File: config.mk
export PLATFORM = sky130hd
export DESIGN_NAME = fifo_rd_port_flat
export DESIGN_NICKNAME = d
export VERILOG_FILES = /design/src/rtl/fifo_rd_port_if.sv /design/src/rtl/fifo_rd_port.sv /design/src/flat_wrapper.sv
export SDC_FILE = /design/constraint.sdc
export NUM_CORES = 1
export LEC_CHECK = 0
export ABC_AREA = 1
export CAP_MARGIN = 20
export CORE_MARGIN = 3
export CORE_UTILIZATION = 49
export CTS_BUF_LIST = sky130_fd_sc_hd__clkbuf_8
export DETAILED_ROUTE_END_ITERATION = 8
export GPL_TIMING_DRIVEN = 1
export PLACE_DENSITY_LB_ADDON = 0.1
export SKIP_LAST_GASP = 1
export SYNTH_ARGS = -nofsm -noshare
export SYNTH_HDL_FRONTEND = slang
export SYNTH_SLANG_ARGS = --single-unit
File: constraint.sdc
create_clock -name rclk -period 6.6 [get_ports rclk]
set_clock_uncertainty 0.05 [all_clocks]
set_input_delay 0.66 -clock rclk [delete_from_list [all_inputs] [get_ports rclk]]
set_output_delay 0.66 -clock rclk [all_outputs]
set_load 0.01 [all_outputs]
File: src/rtl/fifo_rd_port_if.sv
// Consumer-side bundle of the FIFO read port: FWFT data/handshake plus status flags.
// The rlevel signal exists only when FIFO_RD_LEVEL_EN is defined.
interface fifo_rd_port_if #(
  parameter int DSIZE = 8,
  parameter int ASIZE = 4
);
  logic [DSIZE-1:0] rdata;
  logic             rvalid;
  logic             rready;
  logic             rempty;
  logic             raempty;
`ifdef FIFO_RD_LEVEL_EN
  logic [ASIZE:0]   rlevel;

  modport master (output rdata, rvalid, rempty, raempty, rlevel, input rready);
  modport slave  (input rdata, rvalid, rempty, raempty, rlevel, output rready);
`else
  modport master (output rdata, rvalid, rempty, raempty, input rready);
  modport slave  (input rdata, rvalid, rempty, raempty, output rready);
`endif
endinterface

File: src/rtl/fifo_rd_port.sv
// Read-side controller of the single-clock FIFO: read pointer, FWFT output register, status flags.
// Optional registered occupancy output rlevel is enabled by defining FIFO_RD_LEVEL_EN.
module fifo_rd_port #(
  parameter int DSIZE    = 8,
  parameter int ASIZE    = 4,
  parameter int AE_LEVEL = 2
) (
  input  logic             rclk,
  input  logic             rrst,
  input  logic [ASIZE:0]   wptr,
  input  logic [DSIZE-1:0] mem_rdata,
  output logic [ASIZE-1:0] raddr,
  output logic [ASIZE:0]   rptr,
  fifo_rd_port_if.master   rd
);

  localparam logic [ASIZE:0] AE_LVL = (ASIZE+1)'(AE_LEVEL);

  logic [DSIZE-1:0] data_p0;
  logic             vld_p0;
  logic [ASIZE:0]   rptr_p0;
  logic             ae_p0;

  logic             mem_empty;
  logic             load;
  logic             drain;
  logic [ASIZE:0]   rptr_nxt;
  logic             vld_nxt;
  logic [ASIZE:0]   occ_nxt;
  logic             ae_nxt;

  always_comb begin
    mem_empty = (rptr_p0 == wptr);
    load      = (!vld_p0 || rd.rready) && !mem_empty;
    drain     = vld_p0 && rd.rready && mem_empty;
    rptr_nxt  = rptr_p0 + {{ASIZE{1'b0}}, load};
    vld_nxt   = vld_p0;
    if (load)
      vld_nxt = 1'b1;
    else if (drain)
      vld_nxt = 1'b0;
    // Occupancy after this edge: words still in memory plus the one held in the output register.
    occ_nxt   = (wptr - rptr_nxt) + {{ASIZE{1'b0}}, vld_nxt};
    ae_nxt    = (occ_nxt <= AE_LVL);
  end

  // Output register / pointer stage
  always_ff @(posedge rclk or posedge rrst) begin
    if (rrst) begin
      data_p0 <= '0;
      vld_p0  <= 1'b0;
      rptr_p0 <= '0;
      ae_p0   <= 1'b1;
    end else begin
      if (load)
        data_p0 <= mem_rdata;
      vld_p0  <= vld_nxt;
      rptr_p0 <= rptr_nxt;
      ae_p0   <= ae_nxt;
    end
  end

`ifdef FIFO_RD_LEVEL_EN
  logic [ASIZE:0] level_p0;

  always_ff @(posedge rclk or posedge rrst) begin
    if (rrst)
      level_p0 <= '0;
    else
      level_p0 <= occ_nxt;
  end

  assign rd.rlevel = level_p0;
`endif

  assign raddr      = rptr_p0[ASIZE-1:0];
  assign rptr       = rptr_p0;
  assign rd.rdata   = data_p0;
  assign rd.rvalid  = vld_p0;
  assign rd.rempty  = !vld_p0;
  assign rd.raempty = ae_p0;

endmodule

File: src/flat_wrapper.sv
// flat-port wrapper written by rule: the top's interface ports become plain ports
module fifo_rd_port_flat 
#(
  parameter int DSIZE    = 8,
  parameter int ASIZE    = 4,
  parameter int AE_LEVEL = 2
)
  (rclk, rrst, wptr, mem_rdata, raddr, rptr, rd_rdata, rd_rvalid, rd_rempty, rd_raempty, rd_rready);
  fifo_rd_port_if #(.DSIZE(DSIZE), .ASIZE(ASIZE)) rd_i ();
  input  logic rclk;
  input  logic rrst;
  input  logic [ASIZE:0] wptr;
  input  logic [DSIZE-1:0] mem_rdata;
  output logic [ASIZE-1:0] raddr;
  output logic [ASIZE:0] rptr;
  output wire logic [$bits(rd_i.rdata)-1:0] rd_rdata;
  output wire logic [$bits(rd_i.rvalid)-1:0] rd_rvalid;
  output wire logic [$bits(rd_i.rempty)-1:0] rd_rempty;
  output wire logic [$bits(rd_i.raempty)-1:0] rd_raempty;
  input wire logic [$bits(rd_i.rready)-1:0] rd_rready;
  assign rd_rdata = rd_i.rdata;
  assign rd_rvalid = rd_i.rvalid;
  assign rd_rempty = rd_i.rempty;
  assign rd_raempty = rd_i.raempty;
  assign rd_i.rready = rd_rready;
  fifo_rd_port #(.DSIZE(DSIZE), .ASIZE(ASIZE), .AE_LEVEL(AE_LEVEL)) u_core (.rclk(rclk), .rrst(rrst), .wptr(wptr), .mem_rdata(mem_rdata), .raddr(raddr), .rptr(rptr), .rd(rd_i));
endmodule
==> summary.md, run 1 <==
| Metric | Value |
|---|---|
| Outcome | finished, final reports clean |
| Drt total wl | 2.24 mm |
| PwrDens | 435 mW/mm² |
| Port buffer count | 35 |
| Clk Latency, worst-skew pair | 250 ps |
| RSZ-0062 raised after global routing | no |
| DRT iter0 DRCs | 5 |
| Post-synth EDFFs | 0 |
| Kind of critical path | input pin to flip-flop |
| Gr ovfl total | 0 |
| DRT Pass-1 Iters | 3 |
| Main synth FF type | dfrtp_1 |
| Data arrival time of the worst path | 3660 ps |
| Fillers | 144 |
| CTS tree | yes |
| Antenna Nets Post-Route | 0 |
| Crit path time final | 3530 ps |
| FP Rows | 15 |
| Final period util | 0.534 |
| Vias | 881 |
| Num CTS Buffers | 3 |
| Synth top area share | 0.345 |
| Vias/cell | 4.79 |
| Largest net degree at the start of global routing | 16 |
| Share of synthesized registers carrying an async set or reset | 1.00 |
| Initial antenna violation count | 0 |
| PostCTS Resize Cnt | 0 |
| Tightest Pin Transition | 578 ps |
| # Max-Cap Violations | 0 |
| Wire length of the first global-routing pass | 4.00 mm |
| Die width | 51.5 µm |
| Peak supply drop | 0.349 mV |
| Clock root cell | clkbuf_8 |
| Worst-path clk slew | 70 ps |
| Die height | 51.5 µm |
| Longest Clk Path Bufs | 2 |
| Routed WL per cell | 12.1 µm |
| Dpl hpwl | 1.76 mm |
| Max-slew violations | 0 |
| Post-synth cell types | 19 |
| Clock Sinks | 15 |
| Synth area leaders | dfrtp_1 (35%), ha_1 (12%), nand2_1 (12%) |
| Worst hold path class | flip-flop to flip-flop |
| CP Max Fanout | 10 |
| Share of layout cells above drive strength 1 | 0.101 |
| Drt drc | 0 |
| Crit. End Element | flip-flop |
| Yosys warnings | 0 |
| Setup bufs post-CTS | 0 |
| Hold buffers post-CTS | 0 |
| Syn_area_per_cell | 8.18 µm² |
| Diode count | 0 |
| Slew margin rel. | 0.614 |
| # IOs | 36 |
| Synth area leader | dfrtp_1 |
| H-tree depth | 1 |
| Flops & latches, synth | 15 |
| Leak | 0.720 nW |
| Vias in the first global route | 893 |
| CP required | 6730 ps |
| Synth Instances | 124 |
| Nets | 187 |
| Die area | 0.00265 mm² |
| Initial Util | 0.552 |
| WHS | 425 ps |
| Startpoint Class | input pin |
| Final setup viols | 0 |
| Layout Area Growth over Synthesis | 39.2% |
| Fmax achieved | 284 MHz |
| Hold Violations, Final | 0 |
| Sequential area share after synthesis | 0.371 |
| Most instantiated library cell after synthesis | nand2_1 |
| Gr usage total | 0.201 |
| Top cells by instance count after synthesis | nand2_1 (32), inv_1 (21), nand3_1 (17) |
| Setup TNS | 0 ps |
| Mapped Area | 0.00101 mm² |
| Syn_nets | 151 |
| Routability cong. | 0.755 |
| CORE AREA | 0.00184 mm² |
==> worst max-delay path: stages <==
cell	delay (ps)
clkdlybuf4s50_1	530
inv_1	60
nand2_1	50
nand2_1	60
nor2_2	140
nand3_4	170
nand2_4	160
inv_1	80
ha_1	210
xor2_1	180
inv_1	70
ha_1	290
inv_1	60
fa_1	450
inv_1	70
nand2_1	50
a21oi_1	120
nor2_1	60
nand3_1	70
nand2_1	50
nor2_1	80
==> worst paths after layout <==
| kind | from | endpoint | slack [ps] | cells after the start |
|---|---|---|---|---|
| setup reg to reg | u_core.rptr[1]$_DFF_PP0_ | u_core.rd.raempty$_DFF_PP1_ | 3470 | 18 |
| hold reg to reg | u_core.rd.rdata[6]$_DFFE_PP0P_ | u_core.rd.rdata[6]$_DFFE_PP0P_ | 420 | 2 |
| setup / recovery | wptr[3] | u_core.rd.raempty$_DFF_PP1_ | 3070 | 21 |
| max in group asynchronous | rrst | u_core.rptr[2]$_DFF_PP0_ | 5390 | 2 |
| min in group asynchronous | rrst | u_core.rd.rdata[2]$_DFFE_PP0P_ | 730 | 2 |
| hold / removal | u_core.rd.rdata[6]$_DFFE_PP0P_ | u_core.rd.rdata[6]$_DFFE_PP0P_ | 420 | 2 |
==> stage by stage <==
step | cell area [µm²] | power, mW | instances | setup WS [ps] | util
floorplan | 1010 | 0.418 | 124 | 3600 | -
global placement | 1370 | 0.526 | 180 | 2910 | 0.743
detailed placement | 1370 | 0.541 | 180 | 2860 | 0.743
CTS | 1410 | 0.621 | 184 | 3090 | 0.768
global route | 1410 | 0.677 | 184 | 2810 | 0.768
finish | 1410 | 0.614 | 184 | 3070 | 0.768
==> registers in the layout, indices dropped and copies added (netlist names) <==
register and count:
u_core.rd.rdata 8, u_core.rptr 5, u_core.rd.raempty 1, u_core.rd.rvalid 1
==> layout by cell type, fill, tap and decap left out, types with 3 or more instances in the layout <==
| cell type | instances |
|---|---|
| nor2_2 | 3 |
| a21oi_1 | 3 |
| clkbuf_8 | 3 |
| ha_1 | 10 |
| clkdlybuf4s50_1 | 35 |
| nand3_1 | 17 |
| dfrtp_1 | 14 |
| nand2_1 | 32 |
| inv_1 | 21 |
| xor2_1 | 6 |
==> logic make-up (layout without fill, tap and decap cells) <==
kind of cell    count (synthesis)  count (layout)  synth area share
simple gates                   59              59             0.279
buf+inv                        27              62             0.115
flops                          15              15             0.371
fa+ha+maj                      11              11             0.143
xor+xnor                        8               8            0.0691
compound gates                  4               4            0.0234
==> area by class of cell <==
type,instances,area (µm²),share of cell area
clock buffers,3,41.3,0.0292
clock inverters,1,5.00,0.00354
inverters,23,86.3,0.0611
multi-input cells,82,522,0.369
flip-flops and latches,15,377,0.267
well taps,25,31.3,0.0221
repair buffers,35,350,0.248
==> report_power, final <==
part / internal [mW] / switching [mW] / leakage, nW
clock: 0.0418 / 0.0342 / 0.0255
sequential: 0.123 / 0.0330 / 0.175
combinational: 0.187 / 0.195 / 0.519
total: 0.352 / 0.262 / 0.720
==> per-layer routing <==
layer	vias to the layer above	routed length, µm	GRT usage
met3	4	139	0.0487
met4	0	36	0.0917
met5	-	0	0
met2	25	1100	0.341
met1	400	962	0.237
li1	452	-	-
Power figures use the tool's default switching activity.
==> inputs of run 2 (changes only) <==
- CORE_UTILIZATION: 49 -> 46
- clock period: 6.6 -> 3.25 ns (I/O delays scaled with it)
==> run 2 against run 1 <==
Effect of this change: clock-buffer cell count unchanged; largest power group unchanged; critical endpoint unchanged; register-to-register slack got worse by 3100 ps; highest routed layer unchanged; sequential cell count unchanged.
==> summary.md, run 2 (same netlist as run 1, synthesis figures left out) <==
| Metric | Value |
|---|---|
| Leak | 0.744 nW (+3.3%) |
| Hold Violations, Final | 0 (unchanged) |
| H-tree depth | 1 (unchanged) |
| Vias | 885 (+0.45%) |
| Crit path cell chain | clkdlybuf4s50_1 -> inv_1 -> nand2_1 -> nand2_1 -> nand3_4 -> nand2_4 -> inv_1 -> ha_1 -> xor2_2 -> inv_1 -> ha_1 -> inv_1 -> fa_1 -> inv_1 -> nand2_1 -> a21oi_1 -> nor2_1 -> nand3_1 -> nand2_1 -> nor2_1 |
| Placed instance area | 0.00139 mm² (+1.8%) |
| Startpoint Class | input pin |
| # Max-Cap Violations | 0 (unchanged) |
| DRT iter0 DRCs | 12 (+7) |
| Final Util | 0.716 (-0.0521) |
| Longest Clk Path Bufs | 2 (unchanged) |
| Most frequent cells in the layout | clkdlybuf4s50_1 (34), nand2_1 (32), inv_1 (21) |
| Share of power burned in registers | 0.243 (-0.011) |
| Routed WL per cell | 11.8 µm (-2.9%) |
| Clock Sinks | 15 (unchanged) |
| Initial Util | 0.502 (-0.0498) |
| Initial antenna violation count | 0 (unchanged) |
| Final worst slack | 246 ps (-2830 ps) |
| Final instance area | 0.00145 mm² (+2.5%) |
| Multi-input logic area | 529 µm² (+1.4%) |
| Slowest CP cell | clkdlybuf4s50_1 |
| Commonest non-fill, non-tap cell in the layout | clkdlybuf4s50_1 |
| Final setup viols | 0 (unchanged) |
| Int Pwr | 0.731 mW (+110%) |
| Data arrival time of the worst path | 3140 ps (-520 ps) |
| Register area | 377 µm² (unchanged) |
| Setup bufs post-CTS | 0 (unchanged) |
| CP Max Fanout | 3 (-7) |
| Non-filler cells, final | 189 (+2.7%) |
| FP Rows | 16 (+1) |
| Net Switching | 0.541 mW (+110%) |
| Outcome | finished, final reports clean |
| Die width | 53.0 µm (+2.8%) |
| Die area | 0.00281 mm² (+5.7%) |
| Clock root cell | clkbuf_8 |
| DRT Pass-1 Iters | 4 (+1) |
| RSZ-0062 raised after global routing | no |
| Slew margin rel. | 0.620 (+0.00582) |
| Dpl hpwl | 1.84 mm (+4.2%) |
| Antenna Nets Post-Route | 0 (unchanged) |
| Die height | 53.0 µm (+2.8%) |
| Routability cong. | 0.763 (+1.0%) |
| Drt drc | 0 (unchanged) |
| Setup TNS | 0 ps (unchanged) |
| Crit path time final | 3000 ps |
| Drt total wl | 2.23 mm (-0.22%) |
| Peak supply drop | 0.668 mV (+91%) |
| Port buffer count | 35 (unchanged) |
| Comb power frac | 0.640 (+0.017) |
| CP most frequent cell | inv_1 |
| Num CTS Buffers | 3 (unchanged) |
| Max incr delay on CP | 490 ps (-40 ps) |
| Largest net degree at the start of global routing | 16 (unchanged) |
| Nets | 190 (+1.6%) |
| PwrDens | 878 mW/mm² (+100%) |
| CORE AREA | 0.00202 mm² (+9.9%) |
| Worst hold path class | input pin to asynchronous set/reset pin |
| Diode count | 0 (unchanged) |
| Place WS | -71.2 ps (-2930 ps) |
| Fillers | 147 (+2.1%) |
| Clk pwr share | 0.117 (-0.007) |
| Max-slew violations | 0 (unchanged) |
| Gr usage total | 0.184 (-0.0164) |
| Max reg flops | 8 (unchanged) |
| Gr ovfl total | 0 (unchanged) |
| Final period util | 0.924 |
| Worst-path clk slew | 60 ps (about the same) |
| Fmax achieved | 333 MHz |
| Crit. End Element | flip-flop |
| Layout Area Growth over Synthesis | 42.7% |
| Sw Ratio | 0.425 (-0.00176) |
| Vias in the first global route | 859 (-3.8%) |
| Wire length of the first global-routing pass | 3.64 mm (-9.0%) |
| Hold buffers post-CTS | 0 (unchanged) |
| Share of layout cells above drive strength 1 | 0.123 (+0.0228) |
| CTS tree | yes |
| # IOs | 36 (unchanged) |
| Clk Latency, worst-skew pair | 240 ps (about the same) |
| CP required | 3380 ps (-3350 ps) |
| Dpl cells | 185 (+2.8%) |
| Tightest Pin Transition | 569 ps (-8.73 ps) |
| Vias/cell | 4.68 (-2.2%) |
| Kind of critical path | input pin to flip-flop |
run 2: cell types whose count changed in the layout (fill, tap and decap cells not counted), sizes merged:
cell / delta
buf: +3
clkdlybuf4s50: -1
dlymetal6s2s: +1
run 2: timing repair:
action	in CTS	in global routing
endpoints found under the hold margin	0	0
endpoints found under the setup margin	0	1
gates resized for setup	0	2
run 2: metrics by stage:
stage	power [mW]	hold WS, ps
floorplan	0.848	176
global placement	1.08	403
detailed placement	1.12	412
CTS	1.28	423
global route	1.40	452
finish	1.27	406
run 2: path summary, 6_finish.rpt:
kind / cells after the start / end / slack, ps / start
worst max-delay path: 20 / u_core.rd.raempty$_DFF_PP1_ / 250 / wptr[4]
worst min-delay path: 2 / u_core.rptr[3]$_DFF_PP0_ / 410 / rrst
worst max register to register: 18 / u_core.rd.raempty$_DFF_PP1_ / 340 / u_core.rptr[0]$_DFF_PP0_
worst min register to register: 2 / u_core.rd.rdata[3]$_DFFE_PP0P_ / 420 / u_core.rd.rdata[3]$_DFFE_PP0P_
max in group asynchronous: 2 / u_core.rd.rdata[0]$_DFFE_PP0P_ / 2370 / rrst
min in group rclk: 2 / u_core.rd.rdata[3]$_DFFE_PP0P_ / 420 / u_core.rd.rdata[3]$_DFFE_PP0P_
run 2: power by group through the flow:
stage / logic (mW) / clock network (mW) / registers, mW
2_1_floorplan: 0.510 / 0 / 0.338
3_3_place_gp: 0.779 / 0 / 0.306
3_5_place_dp: 0.809 / 0 / 0.311
4_1_cts: 0.815 / 0.154 / 0.308
5_1_grt: 0.916 / 0.165 / 0.317
6_report: 0.814 / 0.149 / 0.309
run 2: layer usage:
| metal | GRT usage | part of all wire | wire (µm) | vias up |
|---|---|---|---|---|
| met4 | 0.0894 | 0.017 | 39 | 0 |
| met5 | 0 | 0 | 0 | - |
| met2 | 0.314 | 0.50 | 1120 | 24 |
| met1 | 0.212 | 0.43 | 949 | 400 |
| met3 | 0.0479 | 0.054 | 120 | 5 |
| li1 | - | - | - | 456 |
run 2: worst max-delay path, delay by kind of cell:
family / cells / cell delay, ps
AO/OA/AOI/OAI: 1 / 130
XOR/XNOR: 1 / 180
adder cells (fa/ha/maj): 3 / 940
buffers and inverters: 6 / 820
AND/OR/NAND/NOR: 9 / 730
run 2: area by class of cell:
type                            count  area share
Clock inverter                      1     0.00346
Timing Repair Buffer               38       0.259
Inverter                           23      0.0596
Sequential cell                    15       0.260
Multi-Input combinational cell     82       0.366
Clock buffer                        3      0.0285
Tap cell                           27      0.0233
==> inputs of run 3 (changes only) <==
- PLACE_DENSITY: default -> 0.93
- PLACE_DENSITY_LB_ADDON: 0.1 -> default
==> run 3 against run 2 <==
Effect of this change: combinational power is 2.9% higher; core utilization is 0.37 points lower; clock power is 3% higher; critical path depth is 1 higher; setup slack worse by 14 ps; fmax is 0.45% lower; hold slack worse by 8.7 ps; routed wire length is 12% higher; final area is 0.52% lower; via count is 6.8% higher; non-clock buffer count is 1 lower; largest cell class unchanged; largest power group unchanged.
==> summary.md, run 3 (same netlist as run 1, synthesis figures left out) <==
| Metric | Value |
|---|---|
| Routed WL per cell | 13.3 µm (+13%) |
| Max incr delay on CP | 510 ps (+20 ps) |
| Num CTS Buffers | 3 (unchanged) |
| Data arrival time of the worst path | 3150 ps (about the same) |
| Vias | 945 (+6.8%) |
| Crit. End Element | flip-flop |
| Sw Ratio | 0.444 (+0.0183) |
| Top delay family on crit path | simple AND/OR/NAND/NOR gates |
| Peak supply drop | 0.564 mV (-16%) |
| Diode count | 0 (unchanged) |
| CP Max Fanout | 3 (unchanged) |
| Routability cong. | 0.839 (+10%) |
| Dpl hpwl | 2.06 mm (+12%) |
| Layout Area Growth over Synthesis | 41.9% |
| Die height | 53.0 µm (unchanged) |
| # Max-Cap Violations | 0 (unchanged) |
| Drt total wl | 2.50 mm (+12%) |
| Final Util | 0.712 (-0.00371) |
| Clock root cell | clkbuf_8 |
| Port buffer count | 35 (unchanged) |
| Worst Path Buf+Inv | 6 (unchanged) |
| Commonest non-fill, non-tap cell in the layout | clkdlybuf4s50_1 |
| Comb power frac | 0.638 (-0.002) |
| CORE AREA | 0.00202 mm² (unchanged) |
| Final setup viols | 0 (unchanged) |
| Leak | 0.729 nW (-2.0%) |
| Initial antenna violation count | 0 (unchanged) |
| Nets | 189 (-0.53%) |
| Worst-path clk slew | 70 ps (about the same) |
| Wire length of the first global-routing pass | 4.16 mm (+14%) |
| Fmax achieved | 331 MHz (-0.45%) |
| Final period util | 0.928 (+0.00416) |
| Gr usage total | 0.207 (+0.0223) |
| Drt drc | 0 (unchanged) |
| FP Rows | 16 (unchanged) |
| Hold Violations, Final | 0 (unchanged) |
| CP required | 3380 ps (about the same) |
| PwrDens | 912 mW/mm² (+3.8%) |
| Vias in the first global route | 946 (+10%) |
| Die area | 0.00281 mm² (unchanged) |
| Placed instance area | 0.00138 mm² (-0.54%) |
| Outcome | finished, final reports clean |
| Slew margin rel. | 0.608 (-0.0118) |
| Longest Clk Path Bufs | 2 (unchanged) |
| Clock Sinks | 15 (unchanged) |
| Most frequent cells in the layout | clkdlybuf4s50_1 (35), nand2_1 (32), inv_1 (21) |
| Max-slew violations | 0 (unchanged) |
| Share of power burned in registers | 0.245 (+0.002) |
| Largest net degree at the start of global routing | 16 (unchanged) |
| Register-to-register setup slack | 250 ps (-90 ps) |
| Final instance area | 0.00144 mm² (-0.52%) |
| CP most frequent cell | inv_1 |
| Die width | 53.0 µm (unchanged) |
| Worst hold path class | input pin to asynchronous set/reset pin |
| Crit path cell chain | clkdlybuf4s50_1 -> inv_1 -> nand2_1 -> nand2_1 -> nor2_2 -> nand3_4 -> nand2_4 -> inv_1 -> ha_1 -> nand3_1 -> xor2_1 -> inv_1 -> ha_1 -> ha_1 -> inv_1 -> a21oi_1 -> nor2_1 -> inv_1 -> nand2_1 -> nand2_1 -> nor2_1 |
| Startpoint Class | input pin |
| # IOs | 36 (unchanged) |
| Net Switching | 0.583 mW (+7.7%) |
| Initial Util | 0.502 (unchanged) |
| Crit path time final | 3020 ps (+13.5 ps) |
| Tightest Pin Transition | 587 ps (+17.7 ps) |
| Gr ovfl total | 0 (unchanged) |
| Kind of critical path | input pin to flip-flop |
| Share of layout cells above drive strength 1 | 0.124 (+0.000767) |
| Max reg flops | 8 (unchanged) |
| H-tree depth | 1 (unchanged) |
| CTS tree | yes |
| DRT Pass-1 Iters | 4 (unchanged) |
| Slowest CP cell | clkdlybuf4s50_1 |
| Clk Latency, worst-skew pair | 250 ps (about the same) |
| Int Pwr | 0.730 mW (about the same) |
| Clk pwr share | 0.118 (about the same) |
| Vias/cell | 5.03 (+7.3%) |
| DRT iter0 DRCs | 16 (+4) |
| Antenna Nets Post-Route | 0 (unchanged) |
==> run 3: worst register-to-register path, cell delays in order, from the launching register on <==
cell	delay [ps]
dfrtp_1	490
xor2_1	220
nor2_2	180
nand3_4	100
nand2_4	70
inv_1	50
ha_1	220
nand3_1	110
xor2_1	220
inv_1	70
ha_1	280
ha_1	330
inv_1	110
a21oi_1	50
nor2_1	120
inv_1	60
nand2_1	70
nand2_1	50
nor2_1	90
==> run 3: final cells by class <==
cell class	instances	area [µm²]
clock inverter	1	5.00
multi-input combinational	82	532
sequential	15	377
fill	134	582
tap	27	33.8
timing repair buffer	37	365
inverter	23	86.3
clock buffer	3	41.3
==> run 3: final timing paths <==
| check | startpoint | to | depth (start not counted) |
|---|---|---|---|
| max in group asynchronous | rrst | u_core.rd.rvalid$_DFF_PP0_ | 2 |
| hold reg to reg | u_core.rd.rdata[6]$_DFFE_PP0P_ | u_core.rd.rdata[6]$_DFFE_PP0P_ | 2 |
| min in group rclk | u_core.rd.rdata[6]$_DFFE_PP0P_ | u_core.rd.rdata[6]$_DFFE_PP0P_ | 2 |
| hold / removal | rrst | u_core.rd.rdata[1]$_DFFE_PP0P_ | 2 |
| setup reg to reg | u_core.rptr[1]$_DFF_PP0_ | u_core.rd.raempty$_DFF_PP1_ | 18 |
| setup / recovery | wptr[3] | u_core.rd.raempty$_DFF_PP1_ | 21 |
==> run 3: power by group through the flow <==
stage / registers [mW] / clock network (mW) / logic [mW]
after floorplan: 0.338 / 0 / 0.510
after global placement: 0.314 / 0 / 0.750
after detailed placement: 0.322 / 0 / 0.814
after CTS: 0.319 / 0.158 / 0.819
after global routing: 0.331 / 0.167 / 0.933
final: 0.321 / 0.154 / 0.838
==> run 3: stage by stage <==
stage          instances  total power [mW]  TNS (ps)  setup WS, ps  hold slack, ps
2_1_floorplan        124             0.848         0           400             176
3_3_place_gp         184              1.06         0          97.1             402
3_5_place_dp         184              1.14     -75.6         -75.6             412
4_1_cts              188              1.29         0           171             425
5_1_grt              188              1.43     -16.4         -16.4             459
6_report             188              1.31         0           232             397
==> run 3: what timing repair did <==
action / 4_1_cts / 5_1_grt
resized for setup: 0 / 2
endpoints found under the setup margin: 0 / 1
hold buffers: 0 / 0
buffers inserted: 0 / 0
==> run 3: layer usage <==
metal | track usage | vias to the layer above | part of all wire | wire (µm)
met2 | 0.360 | 32 | 0.54 | 1350
met4 | 0.132 | 0 | 0.037 | 93
met3 | 0.0141 | 12 | 0.030 | 75
met5 | 0 | - | 0 | 0
li1 | - | 453 | - | -
met1 | 0.242 | 448 | 0.39 | 982
==> edit, RTL diff (settings of run 2) <==
`ASIZE` is set to 4 in 3 places; all go to 8.
--- a/src/rtl/fifo_rd_port_if.sv
+++ b/src/rtl/fifo_rd_port_if.sv
@@ -2,7 +2,7 @@
 // The rlevel signal exists only when FIFO_RD_LEVEL_EN is defined.
 interface fifo_rd_port_if #(
   parameter int DSIZE = 8,
-  parameter int ASIZE = 4
+  parameter int ASIZE = 8
 );
   logic [DSIZE-1:0] rdata;
   logic             rvalid;
--- a/src/rtl/fifo_rd_port.sv
+++ b/src/rtl/fifo_rd_port.sv
@@ -2,7 +2,7 @@
 // Optional registered occupancy output rlevel is enabled by defining FIFO_RD_LEVEL_EN.
 module fifo_rd_port #(
   parameter int DSIZE    = 8,
-  parameter int ASIZE    = 4,
+  parameter int ASIZE    = 8,
   parameter int AE_LEVEL = 2
 ) (
   input  logic             rclk,
--- a/src/flat_wrapper.sv
+++ b/src/flat_wrapper.sv
@@ -2,7 +2,7 @@
 module fifo_rd_port_flat 
 #(
   parameter int DSIZE    = 8,
-  parameter int ASIZE    = 4,
+  parameter int ASIZE    = 8,
   parameter int AE_LEVEL = 2
 )
   (rclk, rrst, wptr, mem_rdata, raddr, rptr, rd_rdata, rd_rvalid, rd_rempty, rd_raempty, rd_rready);
Interface: changed (resized raddr, rptr and wptr); port bits go from 36 to 48. The function was not compared with the original's and may differ.
==> edit against run 2 <==
  * The flow now finishes with violations (negative setup slack)
  * Final area rose by 94%
  * Setup slack got worse by 0.39 ns
  * Total power rose by 120%
  * Maximum frequency fell by 12%
  * Sequential share of layout area fell by 9.0 points
  * Synthesized area rose by 57%
  * Sequential cell count rose by 4
  * Routed wire length rose to 2.8 times the old value
==> edit: results (changes against run 2) <==
Run status
  • Status: finished with violations (was completed)
  • Failing checks: negative setup slack

Final layout
  • Non-clock buffer count: 88 (was 38)
  • Number of sequential cells: 19 (was 15)
  • Seq area share: 0.170 (was 0.260)
  • Layout non-clock buf frac: 0.281 (was 0.259)
  • Post-route insts no fill: 355 (was 189)

Global routing
  • Global routing usage on met3: 0.0295 (was 0.0479)
  • Gr usage total: 0.214 (was 0.184)

Logic synthesis
  • Xor/xnor share of the synthesized area: 0.0603 (was 0.0691)
  • Post-synthesis compound-gate area fraction: 0.0172 (was 0.0234)
  • Top cells by count, synth: 79 x nand2_1, 38 x inv_1, 18 x dfrtp_1, 18 x ha_1, 18 x nand3_1 (was 32 x nand2_1, 21 x inv_1, 17 x nand3_1)
  • Cells after Synth: 228 (was 124)

Worst setup path
  • CP Max Fanout: 4 (was 3)
  • Slowest-stage cell, CP: dfrtp_1 (was clkdlybuf4s50_1)
  • Critical path arrival: 3.55 ns (was 3.14 ns)
  • Worst Setup SP: u_core.rptr[4]$_DFF_PP0_ (was wptr[4])

STA
  • Final setup viols: 1 (was 0)
  • Final setup margin: -0.145 ns (was 0.246 ns)

Power and ir drop
  • Worst VDD drop: 0.889 mV (was 0.668 mV)

Placed design
  • Placed cell count: 345 (was 185)
  • Port bufs: 47 (was 35)

Drt
  • DR WL met3: 411 µm (was 120 µm)
  • Vias per inst: 5.33 (was 4.68)

Worst hold path
  • Hold Path Class: flip-flop to flip-flop (was input port to async pin)

Clocking
  • Post-CTS Setup Bufs: 1 (was 0)
-- edit: where the power goes --
part	switching, mW	internal, mW
registers	0.0500	0.299
logic	1.21	1.11
clock network	0.0943	0.0857
total	1.35	1.49
-- edit: worst reg2reg max path, stage by stage (launching register included) --
cell,delay (ns)
dfrtp_1,0.40
inv_2,0.10
or2_0,0.15
nand4_1,0.14
nor2_2,0.20
nand2_2,0.09
nand2_4,0.10
inv_6,0.04
ha_4,0.17
ha_4,0.18
nand3_4,0.11
nor2_2,0.05
xor2_1,0.21
inv_1,0.12
ha_4,0.29
ha_4,0.21
nand2_1,0.10
inv_1,0.06
a21oi_2,0.16
nand3_1,0.11
nand2_1,0.09
nand2_1,0.07
nor3_2,0.10
-- edit: through the flow --
stage               cell area (µm²)   util  hold WS, ns  TNS [ns]
detailed placement             2320  0.730        0.418    -0.492
global route                   2810  0.883        0.459    -0.265
global placement               2320  0.730        0.411    -0.394
CTS                            2510  0.791        0.437         0
floorplan                      1600      -        0.225         0
finish                         2810  0.883        0.440    -0.145
